## src/rtl/mem_write_arbiter.sv

```systemverilog
// Two-requester round-robin arbiter that packs accepted words into a paged write
// memory, keeping a saturating per-page entry count and a sticky overflow flag.
module mem_write_arbiter #(
   parameter int RAM_WIDTH = 18,
   parameter int PAGE_BITS = 3,
   parameter int ENT_BITS  = 7
) (
   input  logic                              clk,
   input  logic                              rst_n,
   input  logic                              bx_start,
   input  logic                              in0_valid,
   input  logic [RAM_WIDTH-1:0]              in0_data,
   output logic                              in0_ready,
   input  logic                              in1_valid,
   input  logic [RAM_WIDTH-1:0]              in1_data,
   output logic                              in1_ready,
   output logic                              mem_wea,
   output logic [PAGE_BITS+ENT_BITS-1:0]     mem_addra,
   output logic [RAM_WIDTH-1:0]              mem_dina,
   output logic [(1<<PAGE_BITS)-1:0]         nent_we,
   output logic [8*(1<<PAGE_BITS)-1:0]       nent_i,
   output logic [PAGE_BITS-1:0]              page_o,
   output logic                              overflow
);

   localparam int NPAGES = 1 << PAGE_BITS;

   logic [PAGE_BITS-1:0]          page_reg;
   logic [ENT_BITS:0]             cnt_reg [NPAGES];
   logic                          rr_reg;
   logic                          overflow_reg;
   logic                          wea_reg;
   logic [PAGE_BITS+ENT_BITS-1:0] addr_reg;
   logic [RAM_WIDTH-1:0]          dina_reg;
   logic [NPAGES-1:0]             nent_we_reg;

   logic                          sel1;
   logic                          xfer;
   logic [RAM_WIDTH-1:0]          xfer_data;
   logic [PAGE_BITS-1:0]          page_inc;
   logic [ENT_BITS:0]             cur_cnt;
   logic                          page_full;
   logic [NPAGES-1:0]             cur_onehot;
   logic [NPAGES-1:0]             inc_onehot;

   // rr_reg=1 favours in1; a lone valid requester overrides the pointer.
   always_comb begin
      sel1 = rr_reg;
      if (in0_valid && !in1_valid)
         sel1 = 1'b0;
      else if (in1_valid && !in0_valid)
         sel1 = 1'b1;
      in0_ready  = rst_n & ~bx_start & ~sel1;
      in1_ready  = rst_n & ~bx_start & sel1;
      xfer       = (in0_ready & in0_valid) | (in1_ready & in1_valid);
      xfer_data  = sel1 ? in1_data : in0_data;
      page_inc   = page_reg + 1'b1;
      cur_cnt    = cnt_reg[page_reg];
      page_full  = cur_cnt[ENT_BITS];
      cur_onehot = {{(NPAGES-1){1'b0}}, 1'b1} << page_reg;
      inc_onehot = {{(NPAGES-1){1'b0}}, 1'b1} << page_inc;
   end

   always_ff @(posedge clk or negedge rst_n) begin
      if (!rst_n) begin
         page_reg     <= '0;
         rr_reg       <= 1'b0;
         overflow_reg <= 1'b0;
         wea_reg      <= 1'b0;
         addr_reg     <= '0;
         dina_reg     <= '0;
         nent_we_reg  <= '0;
      end else begin
         wea_reg     <= 1'b0;
         nent_we_reg <= '0;
         if (bx_start) begin
            page_reg     <= page_inc;
            overflow_reg <= 1'b0;
            nent_we_reg  <= inc_onehot;
         end else if (xfer) begin
            rr_reg <= ~sel1;
            if (!page_full) begin
               wea_reg     <= 1'b1;
               addr_reg    <= {page_reg, cur_cnt[ENT_BITS-1:0]};
               dina_reg    <= xfer_data;
               nent_we_reg <= cur_onehot;
            end else begin
               overflow_reg <= 1'b1;
            end
         end
      end
   end

   // Counters saturate at 2^ENT_BITS; a full page silently drops further words.
   always_ff @(posedge clk or negedge rst_n) begin
      if (!rst_n) begin
         for (int i = 0; i < NPAGES; i++)
            cnt_reg[i] <= '0;
      end else if (bx_start) begin
         cnt_reg[page_inc] <= '0;
      end else if (xfer && !page_full) begin
         cnt_reg[page_reg] <= cur_cnt + 1'b1;
      end
   end

   for (genvar gi = 0; gi < NPAGES; gi++) begin : g_nent
      assign nent_i[8*gi +: 8] = 8'(cnt_reg[gi]);
   end

   assign mem_wea   = wea_reg;
   assign mem_addra = addr_reg;
   assign mem_dina  = dina_reg;
   assign nent_we   = nent_we_reg;
   assign page_o    = page_reg;
   assign overflow  = overflow_reg;

endmodule

```

## config.mk

```make
export PLATFORM = sky130hd
export DESIGN_NAME = mem_write_arbiter
export DESIGN_NICKNAME = d
export VERILOG_FILES = /design/src/rtl/mem_write_arbiter.sv
export SDC_FILE = /design/constraint.sdc
export NUM_CORES = 1
export LEC_CHECK = 0
export BUFFER_PORTS_ARGS = -buffer_cell sky130_fd_sc_hd__buf_4
export CAP_MARGIN = 20
export CORE_UTILIZATION = 47
export DETAILED_ROUTE_END_ITERATION = 16
export PLACE_DENSITY = 0.77
export SYNTH_ARGS = -nofsm -noshare
export SYNTH_HDL_FRONTEND = slang
export SYNTH_SLANG_ARGS = --single-unit
```

## constraint.sdc

```tcl
create_clock -name clk -period 2.5 [get_ports clk]
set_input_delay 0.25 -clock clk [delete_from_list [all_inputs] [get_ports clk]]
set_output_delay 0.25 -clock clk [all_outputs]
set_load 0.02 [all_outputs]
```

# --- Word level (Yosys, flattened, before mapping) ---
# Index checks and enable logic that the tools add are counted.
totals:
  register_bits: 106
  in_bits: 41
  out_inout_bits: 107
  word_cells: 72
op_classes:
  add_sub_neg: 2
  magnitude_cmp: 4
  shifts: 2
  muxes: 22
  bitwise: 13
  reduce_logical: 14
ops:
  columns: ["cell", "n"]
  rows:
  - ["$mux 64", 2]
  - ["$and 64x64->64", 1]
  - ["$bwmux 64", 1]
  - ["$not 64->64", 1]
  - ["$mux 8", 7]
  - ["$demux 8 s3", 2]
  - ["$bmux 8 s3", 1]
  - ["$mux 18", 1]
  - ["$shl 1x3->8 const A", 2]
  - ["$add 8x1->8 const B", 1]
  - ["$ge 4x4->1 const B", 2]
  - ["$lt 4x1->1 const B", 2]
  - ["$mux 1", 8]
  - ["$not 3->4", 2]
  - ["$reduce_bool 2->1", 3]
  - ["$and 1x1->1", 5]
  - ["$logic_and 1x1->1", 5]
  - ["$reduce_and 2->1", 2]
  - ["$add 3x1->3 const B", 1]
  - ["$logic_not 1->1", 3]
  - ["$not 1->1", 3]
  - ["$reduce_and 3->1", 1]
  - ["$or 1x1->1", 1]

# --- Logic depth before layout (Yosys ltp) ---
# Gate-level depths: netlist of run 1.
depth:
  word_depth: 11
  depth_mapped: 11
  ltp_nobuf: 7

# --- Worst setup path before layout of run 1 ---
# OpenSTA, ideal clock, no wires.
synth_path:
  path_type: "register to register"
  from: "register page_reg[0] (netlist: page_o[0])"
  to: "register cnt_reg, in the netlist nent_i[14]"
  arrival_ns: 2.374
  setup_slack_ns: -0.016
  stages_incl_launch_ff: 9
  path_cell_list: "dfrtp_1 buf_4 mux4_2 mux2_2 ha_1 nand2b_1 nand4bb_1 xnor2_1 o21ai_0"
synth_rtl:
  columns: ["element", "line", "source"]
  rows:
  - ["from (decl)", "28", "logic [PAGE_BITS-1:0] page_reg;"]
  - ["from (signal assigned)", "77", "page_reg <= page_inc;"]
  - ["$not 3->4 (not written as such)", "58", "cur_cnt = cnt_reg[page_reg];"]
  - ["$bmux 8 s3", "58", null]
  - ["$mux 8 (not written as such) (2 in series)", "58", null]
  - ["net cur_cnt[0]", "41", "logic [ENT_BITS:0] cur_cnt;"]
  - ["$add 8x1->8", "102", "cnt_reg[page_reg] <= cur_cnt + 1'b1;"]
  - ["$bwmux 64", "102", null]
  - ["$mux 64", "101", "end else if (xfer && !page_full) begin"]
  - ["$mux 64", "99", "end else if (bx_start) begin"]
  - ["to (signal, indexed assignment)", "102", null]
  - ["to (decl)", "29", "logic [ENT_BITS:0] cnt_reg [NPAGES];"]
# The timed path passes the listed nets, and every way through them passes these cells. The select of a mux whose other input is x is not followed.
# A chain may end at the register's enable or synchronous reset.

# --- Worst setup path in the final report of run 1 ---
layout_path:
  from: "register page_reg[0] (netlist: page_o[0])"
  to: "register cnt_reg, in the netlist nent_i[46]"
# The elaborated chain is that of the path after synthesis.

==> results.md, run 1 <==
Outcome:
- The flow ran to the end, and the final reports show no timing, DRC or antenna violations.

Final layout:
- The number of nets in the layout is 695.
- The antenna diode count is 0.
- The final standard cell count with taps included and fillers excluded is 787.
- The post-route core utilization is 67.6%.
- The share of final-layout standard cells stronger than drive strength 1 is 40.1%.
- The area overhead of the layout relative to synthesis is 40.3%.
- The register with the most flip-flops in the layout has 64 of them.

Place:
- The count of buffers from port buffering is 147.
- The global placement routability congestion is 0.933.
- The number of cells in the design after placement is 759.
- Detailed placement ended at an HPWL of 10700 microns.
- The pre-CTS setup slack is -0.189 ns.

Worst setup path:
- The setup check on the worst reg-to-reg path leaves a slack of 0.07 ns.
- The data arrival time of the critical path is 2.68 ns.
- The largest fanout on the critical path is 8.
- The required time of the worst setup path is 2.75 ns.
- The worst setup path is captured at a flip-flop.
- The worst setup path is launched from a flip-flop.
- The critical path is of the reg -> reg type.

Routing:
- The routed wire length per instance is 19.4 microns.
- The detailed router finished its first iteration with between 300 and 400 violations.
- Dividing the detail-routed via count by the number of cells gives 5.82.
- Once detail routing completed, the nets flagged for antenna violations numbered 0.
- The final route contains 4579 vias.
- The pre-antenna-repair detailed-routing pass consisted of 4 iterations.
- After detailed routing, the number of remaining DRC violations is 0.
- The total wirelength of the detailed-routed design is about 15000 microns.

Clock network:
- The number of hold buffers added after CTS was 0.
- The H-tree was split into 3 levels.
- The clock insertion delay at the later pin of the skew report is between 0.3 and 0.4 ns.
- In this run, CTS created clock tree buffers numbering 9.
- The number of buffers between clock root and the deepest sink is 2.
- The clock net in this run drives a total of 106 sinks.
- The register clock-pin slew on the reported worst setup and hold paths is 0.10 ns.
- The clock tree from TritonCTS is yes.
- In this run the clock root is driven by a sky130_fd_sc_hd__clkbuf_8.

Job:
- The count of max-cap constraint violations is 0.

Global route:
- Entering global routing, the biggest net connects between 50 and 60 pins.
- Global routing used 27.9% of the available tracks across all layers.
- The number of antenna violations at the first check in global routing is 0.
- The first global-routing pass estimated 23300 microns of wire.
- The via count of the first global-routing pass is 4388.
- The aggregate global routing overflow is 0.

Pwr:
- Summed over all cells, the static leakage comes to 3.48 nW.
- The completed layout was analyzed and its total power is 7.21 mW.
- For this design the ratio of total power to cell area is slightly above 1000 nW/um^2.
- The worst-case vdd ir drop is approximately 0.00061 V.

Logic synthesis:
- The number of synthesized flops with an enable pin is 0.
- The net count after synthesis is 501.
- The count of mapped cells out of synthesis is 452.
- The share of flip-flops with an asynchronous set or reset is 100%.
- Of the synthesized area, sequential elements account for 53.6%.
- The synthesis-stage register bit count is 106.
- The yosys synthesis warning count is 0.
- After synthesis the cells add up to 4950 sq um.
- The average size of a mapped cell is 11.0 sq um.
- The top flip-flop cell by instance count after synthesis is sky130_fd_sc_hd__dfrtp_1.
- After synthesis, the netlist uses 48 different library cells.

STA:
- The total setup violations reported at the end of the flow is 0.
- The final-report hold violation count is 0.
- The post-route worst hold slack is between 0.005 and 0.006 ns.
- Between clock sinks in the finished design, the worst skew comes to 0.0140 ns.
- The final-report max-slew violation count was 0.
- The worst path in the final design needs a cycle of 2.43 ns, including I/O delays and setup.
- The actual slew at the worst max-slew pin is ~0.71 ns.
- The worst slew slack as a fraction of its limit is 52.2%.
- Setup slack closes at approximately 0.067 ns.
- The ratio of final minimum period to clock period is 97.3%.
- The highest clock rate is ~0.41 GHz.

Floorplanning:
- The number of primary I/O pins is between 100 and 150.
- After floorplanning, the core was divided into 37 placement rows.
- The die is 105 microns wide.
- The chip height is 105 microns.
- The area enclosed by the die boundary is 11000 sq um.
- The placeable core region is 10300 sq um.
- For this configuration, the core starts out at a cell density of 48.2%.

Min path:
- The min-delay analysis places its worst path in the category in -> async.
cell families (layout without fill, tap and decap cells):
| kind of cell | count (synthesis) | after routing | share of synthesized area, % |
|---|---|---|---|
| multiplexers | 41 | 41 | 10.3 |
| XOR/XNOR | 6 | 6 | 1.06 |
| buffers and inverters | 37 | 236 | 3.51 |
| adder cells (fa/ha/maj) | 9 | 9 | 2.22 |
| flip-flops | 106 | 106 | 53.6 |
| AO/OA/AOI/OAI | 121 | 121 | 16.5 |
| AND/OR/NAND/NOR | 132 | 132 | 12.8 |
worst paths after layout:
check	from	endpoint	depth (start not counted)
setup / recovery	page_o[0]	nent_i[46]	9
hold / removal	rst_n	page_o[1]	2
setup reg to reg	page_o[0]	nent_i[46]	9
hold reg to reg	mem_addra[2]	mem_addra[2]	2
max in group asynchronous	rst_n	page_o[0]	3
min in group clk	bx_start	page_o[0]	2
routing by layer:
metal / global-route usage [%] / vias to the layer above / routed length [microns]
met1: 36.4 / 2253 / 5960
met3: 5.61 / 32 / 1350
li1: - / 2030 / -
met2: 45.2 / 264 / 7480
met4: 12.2 / 0 / 434
met5: 0 / - / 0
cell usage in the layout, fill, tap and decap left out, drive strengths merged, types with 3 or more instances in the layout:
cell / n
buf: 208
dfrtp: 106
nand2: 67
o21ai: 62
a22o: 25
mux2i: 22
nand3: 19
nor2: 13
mux2: 13
clkbuf: 11
o2bb2ai: 8
inv: 8
ha: 8
and2: 7
mux4: 6
a32o: 5
and3b: 5
a32oi: 5
clkinv: 5
nor2b: 4
xnor2: 4
nor3: 4
nand2b: 3
a21oi: 3
o211ai: 3
synthesized netlist by cell type, drive strengths merged (8+ instances only):
library cell / instances / share of area, %
clkbuf: 11 / 0.83
mux2i: 22 / 4.4
ha: 8 / 2.0
nand2: 67 / 5.1
a22o: 25 / 4.4
nand3: 19 / 1.9
dfrtp: 106 / 54
buf: 17 / 2.0
nor2: 13 / 1.0
o2bb2ai: 8 / 1.4
mux2: 13 / 3.1
o21ai: 62 / 6.3
inv: 8 / 0.61
power breakdown:
group / total, mW / internal, mW / switching, mW / leakage [nW]
Sequential: 2.41 / 2.09 / 0.322 / 1.42
Combinational: 3.74 / 1.66 / 2.09 / 1.96
Clock: 1.05 / 0.461 / 0.590 / 0.0990
critical path, cell delays in order, from the launching register on:
cell	delay, ns
sky130_fd_sc_hd__dfrtp_2	0.43
sky130_fd_sc_hd__buf_12	0.15
sky130_fd_sc_hd__mux4_2	0.54
sky130_fd_sc_hd__mux2_4	0.33
sky130_fd_sc_hd__ha_4	0.19
sky130_fd_sc_hd__nand2b_1	0.08
sky130_fd_sc_hd__nand4bb_1	0.14
sky130_fd_sc_hd__xnor2_1	0.12
sky130_fd_sc_hd__buf_4	0.20
sky130_fd_sc_hd__o21ai_0	0.10
per-stage QoR:
step / instance area [sq um] / TNS, ns
floorplan: 4950 / 0
global placement: 6520 / -0.935
detailed placement: 6520 / -1.33
CTS: 6770 / 0
global route: 6950 / -0.0464
finish: 6950 / 0
final cells by class:
type / count / area [sq um]
Clock buffer: 9 / 124
Clock inverter: 7 / 70.1
Fill cell: 811 / 3330
Inverter: 9 / 40.0
Multi-Input combinational cell: 309 / 2190
Sequential cell: 106 / 2660
Tap cell: 136 / 170
Timing Repair Buffer: 211 / 1700
repair_timing:
item,CTS,global route
hold endpoints to repair,0,0
gates resized for setup,5,14
setup endpoints to repair,21,39
setup buffers,1,8
cloned,1,2
pin swaps,0,3
Note: power is estimated with default switching activity, not from simulation.
==> inputs of run 2 (changes only) <==
--- a/config.mk
+++ b/config.mk
@@ -7,9 +7,9 @@
 export LEC_CHECK = 0
 export BUFFER_PORTS_ARGS = -buffer_cell sky130_fd_sc_hd__buf_4
 export CAP_MARGIN = 20
-export CORE_UTILIZATION = 47
+export CORE_UTILIZATION = 50
 export DETAILED_ROUTE_END_ITERATION = 16
-export PLACE_DENSITY = 0.77
+export PLACE_DENSITY_LB_ADDON = 0.12
 export SYNTH_ARGS = -nofsm -noshare
 export SYNTH_HDL_FRONTEND = slang
 export SYNTH_SLANG_ARGS = --single-unit
==> constraint.sdc (replaced) <==
create_clock -name clk -period 2.6 [get_ports clk]
set_input_delay 0.26 -clock clk [delete_from_list [all_inputs] [get_ports clk]]
set_output_delay 0.26 -clock clk [all_outputs]
set_load 0.02 [all_outputs]
==> results.md, run 2 (same netlist as run 1, synthesis figures left out) <==
Outcome:
- The flow ran to the end, and the final reports show no timing, DRC or antenna violations.

Worst setup path:
- On the worst path, the slowest cell contributes a delay of approximately 0.55 ns.
- The critical setup path kind is reg -> reg.
- STA classifies the critical path endpoint as a flip-flop.
- The signal on the critical path passes through buf_4, and2_1, a222oi_1, buf_4, nand3_2, or4_1, buf_4, o31ai_2.
- The data arrival time of the critical path is approximately 2.8 ns.
- The slowest cell on the critical path is sky130_fd_sc_hd__or4_1.
- The critical path's most frequent cell is sky130_fd_sc_hd__buf_4.
- For the worst flop-to-flop path, the logic depth is 8.
- The element type at the critical path start is a flip-flop.
- Data on the critical path is required at its endpoint by 2.88 ns.
- The largest fanout on the critical path is 13.

Final layout:
- For this run, the post-layout net count is 682.
- The library cells used most frequently in the layout, excluding fill and tap cells, are sky130_fd_sc_hd__buf_4 (194), sky130_fd_sc_hd__dfrtp_1 (105), sky130_fd_sc_hd__nand2_1 (67), sky130_fd_sc_hd__o21ai_0 (47), sky130_fd_sc_hd__a22o_1 (25).
- The register with the most flip-flops in the layout has 64 of them.
- The antenna diode count is 0.
- The share of final-layout standard cells stronger than drive strength 1 is 37.5%.
- The area growth from synthesis to layout is 37.1%.
- Leaving out fill and tap cells, the most frequent cell in the layout is sky130_fd_sc_hd__buf_4.
- Cells fill 72.1% of the core in the end.

Routing:
- The routed layout has roughly 4400 vias.
- The number of design-rule violations left by the first detailed-router iteration is roughly 280.
- In the routed layout, each cell is associated on average with a via count of approximately 5.7.
- The total wirelength of the detailed-routed design is 14100 microns.
- The remaining design rule violation count is 0.
- The number of optimization iterations in the first detailed-route pass is 6.
- In the final routed layout, each cell accounts on average for 18.4 microns.
- Once detail routing completed, the nets flagged for antenna violations numbered 0.

Floorplanning:
- The placeable core region is 9420 sq um.
- In this run the vertical extent of the chip is 102 microns.
- The initialized floorplan defines 35 standard-cell rows.
- The die span in x is 102 microns.
- The number of primary I/O pins is ~150.
- The effective utilization at floorplan is between 50% and 60%.
- The floorplan step defined a die boundary enclosing 10300 sq um.

Clock network:
- The total number of clock tree sinks is 106.
- Clock-pin slew was measured on the worst setup and hold paths at 0.10 ns.
- For the worst-skew pair, the clock arrives at the later sink with an insertion delay of 0.37 ns.
- The clock tree from TritonCTS is yes.
- The H-tree was split into 3 levels.
- The number of buffers created by CTS is 9.
- No sink is reached through more buffers than the 2 on the longest clock path.
- The buffer type at the clock tree root is sky130_fd_sc_hd__clkbuf_8.

Pwr:
- The static power due to leakage is 3.41 nW.
- IR analysis of the VDD net gives a maximum drop of 0.000521 V.
- Dividing total power by cell area gives a power density of 1000 nW/um^2.

Global route:
- The global-route total usage across every layer is between 20% and 30%.
- The first global-routing pass estimated 22000 microns of wire.
- The via count of the first global-routing pass is 4294.
- The aggregate global routing overflow is 0.
- The pin count of the biggest net entering global routing is 75.
- The number of antenna violations at the first check in global routing came to 0.

STA:
- Across all hold checks on the routed design, the worst slack comes to 0.168 ns.
- The final-report max-slew violation count is 0.
- The post-route worst setup slack is 0.0802 ns.
- The final-report hold violation count is 0.
- Clock skew on the completed layout was measured at 0.0103 ns.
- After layout, the worst path uses 96.9% of the clock period.
- The total setup violations reported at the end of the flow is 0.
- The time the final worst path needs with I/O delays and setup is 2.52 ns.
- The highest clock rate is 0.397 GHz.
- The worst pin sits at a relative slew slack of 37.1%.
- At the pin with the least slew margin, the transition time is 0.944 ns.

Job:
- Max-cap violations in this run came to 0.

Place:
- The half-perimeter wire length of the detailed placement result is 10400 microns.
- The global placement routability congestion is 0.870.
- The count of buffers added on input and output ports is 147.
- The pre-CTS setup slack is -0.0636 ns.

Min path:
- The number of cells on the worst hold path is 2.
- The worst hold-check path type is in -> reg.
==> run 2: changes by cell type in the layout (fill, tap and decap cells not counted), sizes merged <==
cell	change
bufbuf	-1
bufinv	+2
inv	+2
clkinv	-4
buf	-11
clkinvlp	-2
dlygate4sd3	+1
==> run 2: what timing repair did <==
action / in CTS / in global routing
setup endpoints to repair: 6 / 47
hold endpoints to repair: 32 / 0
hold buffers: 1 / 0
gates resized for setup: 1 / 6
pin swaps: 0 / 1
setup buffers: 0 / 1
==> run 2: where the power goes <==
group | internal, mW | switching (mW)
sequential | 2.01 | 0.291
clock | 0.674 | 0.570
combinational | 1.41 | 1.87
==> run 2: layer usage <==
metal | part of all wire (%) | global-route usage [%] | vias to the layer above
li1 | - | - | 2000
met1 | 41 | 38.5 | 2168
met2 | 50 | 46.3 | 197
met3 | 6.2 | 3.38 | 24
met4 | 2.2 | 11.8 | 0
met5 | 0 | 0 | -
==> run 2: stage by stage <==
step	power [mW]	std cells	cell area [sq um]	TNS [ns]
2_1_floorplan	4.04	452	4950	0
3_3_place_gp	5.51	749	6490	-0.0573
3_5_place_dp	5.57	749	6490	-0.118
4_1_cts	6.82	766	6750	0
5_1_grt	7.17	767	6790	-0.846
6_report	6.82	767	6790	0
==> run 2: final timing paths <==
kind	startpoint	to	slack (ns)
setup / recovery	page_o[2]	nent_i[55]	0.08
hold / removal	bx_start	page_o[0]	0.17
setup reg to reg	page_o[2]	nent_i[55]	0.08
hold reg to reg	mem_addra[3]	mem_addra[3]	0.48
max in group asynchronous	rst_n	page_o[2]	0.78
min in group asynchronous	rst_n	nent_we[1]	0.47
==> run 2: area by class of cell <==
cell class / count / area (sq um)
Sequential cell: 106 / 2650
Fill cell: 700 / 2620
Multi-Input combinational cell: 309 / 2160
Timing Repair Buffer: 198 / 1530
Tap cell: 129 / 161
Clock buffer: 11 / 141
Clock inverter: 5 / 108
Inverter: 9 / 36.3
==> run 2: critical path, delay by kind of cell, from the launching register on <==
kind,cells,cell delay (ns)
buffers and inverters,3,0.59
AO/OA/AOI/OAI,2,0.59
flip-flops,1,0.47
AND/OR/NAND/NOR,3,0.80
==> inputs of run 3 (changes only) <==
--- a/config.mk
+++ b/config.mk
@@ -7,7 +7,7 @@
 export LEC_CHECK = 0
 export BUFFER_PORTS_ARGS = -buffer_cell sky130_fd_sc_hd__buf_4
 export CAP_MARGIN = 20
-export CORE_UTILIZATION = 50
+export CORE_UTILIZATION = 33
 export DETAILED_ROUTE_END_ITERATION = 16
 export PLACE_DENSITY_LB_ADDON = 0.12
 export SYNTH_ARGS = -nofsm -noshare
==> constraint.sdc (replaced) <==
create_clock -name clk -period 2.7 [get_ports clk]
set_input_delay 0.27 -clock clk [delete_from_list [all_inputs] [get_ports clk]]
set_output_delay 0.27 -clock clk [all_outputs]
set_load 0.02 [all_outputs]
==> results.md, run 3 (same netlist as run 1, synthesis figures left out) <==
Outcome:
- The flow ran to the end, and the final reports show no timing, DRC or antenna violations.

Place:
- The count of buffers from port buffering is 147.
- At the end of routability-driven placement, the weighted congestion stood at 0.810.
- The HPWL after detailed placement is 11900 microns.
- Once placement finished, the instance area stood at 6530 sq um.
- The pre-CTS setup slack is 0.0781 ns.
- After detailed placement, the design holds a cell count of 801.

Clock network:
- TritonCTS built the clock tree.
- In this run the deepest clock path goes through 2 buffers.
- The number of buffers created by CTS is 9.
- CTS built an H-tree with a depth of 3.
- For this design, the sink count on the clock tree is 106.
- The clock insertion delay at the later pin of the skew report is 0.36 ns.
- The register clock-pin slew on the reported worst setup and hold paths is 0.07 ns.
- Clock tree synthesis selected as its root buffer the cell sky130_fd_sc_hd__clkbuf_16.

STA:
- Setup repair after global routing left no endpoint under its margin.
- The final-report max-slew violation count is 0.
- The tightest hold path in the finished design has a slack of ~0.18 ns.
- The post-route setup TNS is 0 ns.
- The final-report hold violation count is 0.
- The worst slew slack as a fraction of its limit is 67.2%.
- On the final layout, the worst clock skew is 0.0113 ns.
- The total setup violations reported at the end of the flow is 0.
- The time the final worst path needs with I/O delays and setup is between 2 and 3 ns.
- The ratio of final minimum period to clock period is 93.8%.
- The post-route worst setup slack is 0.167 ns.
- At the pin with the least slew margin, the transition time is slightly below 0.5 ns.
- The highest clock rate is 0.395 GHz.

Global route:
- The global-route total usage across every layer is 21.4%.
- Entering global routing, the biggest net connects between 80 and 90 pins.
- The aggregate global routing overflow is 0.
- The via count of the first global-routing pass is 4282.
- The number of antenna violations at the first check in global routing is 0.
- The wire length of the first global-routing pass is ~25000 microns.

Worst setup path:
- The element type at the critical path start is a flip-flop.
- The origin of the worst setup path is page_o[2].
- STA puts the critical path data required time at 2.95 ns.
- The largest fanout on the critical path is 27.
- The slowest stage of the critical path is the sky130_fd_sc_hd__dfrtp_1 cell.
- The number of buffer and inverter stages on the critical path is 3.
- Data on the critical path arrives at its endpoint at 2.78 ns.
- The largest stage delay on the critical path is 0.47 ns.
- The launch instance of the worst register-to-register path is page_o[2].
- Walking the worst path, the cells encountered are buf_12, buf_4, mux4_2, mux2_2, ha_1, nand2b_1, nand4bb_1, xnor2_1, buf_4, o21ai_0.
- The critical path's most frequent cell is sky130_fd_sc_hd__buf_4.
- The category of the worst setup path capture point is a flip-flop.
- Grouping stages by cell kind, the critical path spends the most delay in multiplexers.
- The critical setup path kind is reg -> reg.

Pwr:
- The analysis attributes to cell leakage a power of 3.42 nW.
- IR analysis of the VDD net gives a maximum drop of 0.000414 V.
- Power comes to a little under 7 mW.
- The total power divided by cell area is 992 nW/um^2.

Routing:
- After detailed routing, the average wire length per cell comes to between 15 and 20 microns.
- After detailed routing, the met3 layer carries 1070 microns of wire.
- The highest layer touched by signal routing is met4.
- The remaining design rule violation count is 0.
- The routed wire length on met2 is 7820 microns.
- The remaining antenna violation count after routing is 0.
- The total vias in the final route is 4339.
- The average vias per placed instance is about 5.3.
- For this block, the initial DRC count from the detailed router was 255.
- The pre-antenna-repair detailed-routing pass consisted of 5 iterations.
- For this block, the routed nets add up to roughly 16000 microns of wire.
- The detailed router put a total of between 7000 and 8000 microns of wire on met1.

Final layout:
- The storage element area is 2650 sq um.
- The filler cells instantiated in the layout total 1382.
- The final standard cell count with taps included and fillers excluded is slightly above 800.
- The share of final-layout standard cells stronger than drive strength 1 is 37.1%.
- In the final layout, the multi-input gates occupy 2150 sq um.
- After the last flow step, the layout net total stands at 680.
- The post-route core utilization is a little under half.
- The number of flip-flops under the largest register name is 64.
- The final instance area is 6910 sq um.
- Leaving out fill and tap cells, the most frequent cell in the layout is sky130_fd_sc_hd__buf_4.
- The antenna diode count is 0.
- The area overhead of the layout relative to synthesis is 39.6%.
- The library cells used most frequently in the layout, excluding fill and tap cells, are sky130_fd_sc_hd__buf_4 (190), sky130_fd_sc_hd__dfrtp_1 (106), sky130_fd_sc_hd__nand2_1 (67), sky130_fd_sc_hd__o21ai_0 (47), sky130_fd_sc_hd__a22o_1 (25).

Job:
- The count of max-cap constraint violations is 0.

Floorplanning:
- The placeable core region is 14600 sq um.
- Row generation in the floorplan step produced between 40 and 50 rows.
- The area enclosed by the die boundary is 15500 sq um.
- The die span in x is 125 microns.
- In this run the vertical extent of the chip is 125 microns.
- The number of primary I/O pins is 148.
- The effective utilization at floorplan is roughly 34%.

Min path:
- The worst hold path begins at bx_start.
- The min-delay analysis places its worst path in the category in -> reg.
run 3: area by class of cell:
type | count | area share [%]
clock buffers | 11 | 3.66
clock inverters | 5 | 0.869
inverters | 9 | 0.489
multi-input cells | 309 | 31.1
flip-flops and latches | 106 | 38.4
well taps | 184 | 3.33
repair buffers | 196 | 22.2
run 3: worst paths after layout:
kind / to / slack (ns) / depth (start not counted)
min in group asynchronous: page_o[2] / 0.47 / 3
max in group asynchronous: nent_i[43] / 1.16 / 5
hold reg to reg: mem_addra[1] / 0.48 / 2
setup reg to reg: nent_i[14] / 0.17 / 10
hold / removal: page_o[0] / 0.18 / 2
setup / recovery: nent_i[14] / 0.17 / 10
run 3: routing by layer:
| layer | vias up | GRT usage, % |
|---|---|---|
| li1 | 2000 | - |
| met1 | 2148 | 29.5 |
| met4 | 0 | 6.73 |
| met5 | - | 0 |
| met3 | 14 | 3.91 |
| met2 | 177 | 33.9 |
run 3: worst register-to-register path: cells and delay by family, from the launching register on:
kind	cells	cell delay [ns]
DFF	1	0.47
muxes	2	0.64
adders and majority gates	1	0.25
and+or+nand+nor	2	0.22
xor gates and xnor gates	1	0.13
buffers and inverters	3	0.61
AOI/OAI and AO/OA	1	0.10
run 3: what timing repair did:
action | CTS | global route
hold endpoints to repair | 23 | 0
setup buffers | 0 | 1
resized for setup | 0 | 4
hold buffers | 1 | 0
endpoints found under the setup margin | 0 | 10
run 3: where the power goes:
| group | switching (mW) | total, mW | internal (mW) |
|---|---|---|---|
| registers | 0.311 | 2.25 | 1.93 |
| clock network | 0.612 | 1.39 | 0.773 |
| logic | 1.88 | 3.22 | 1.34 |
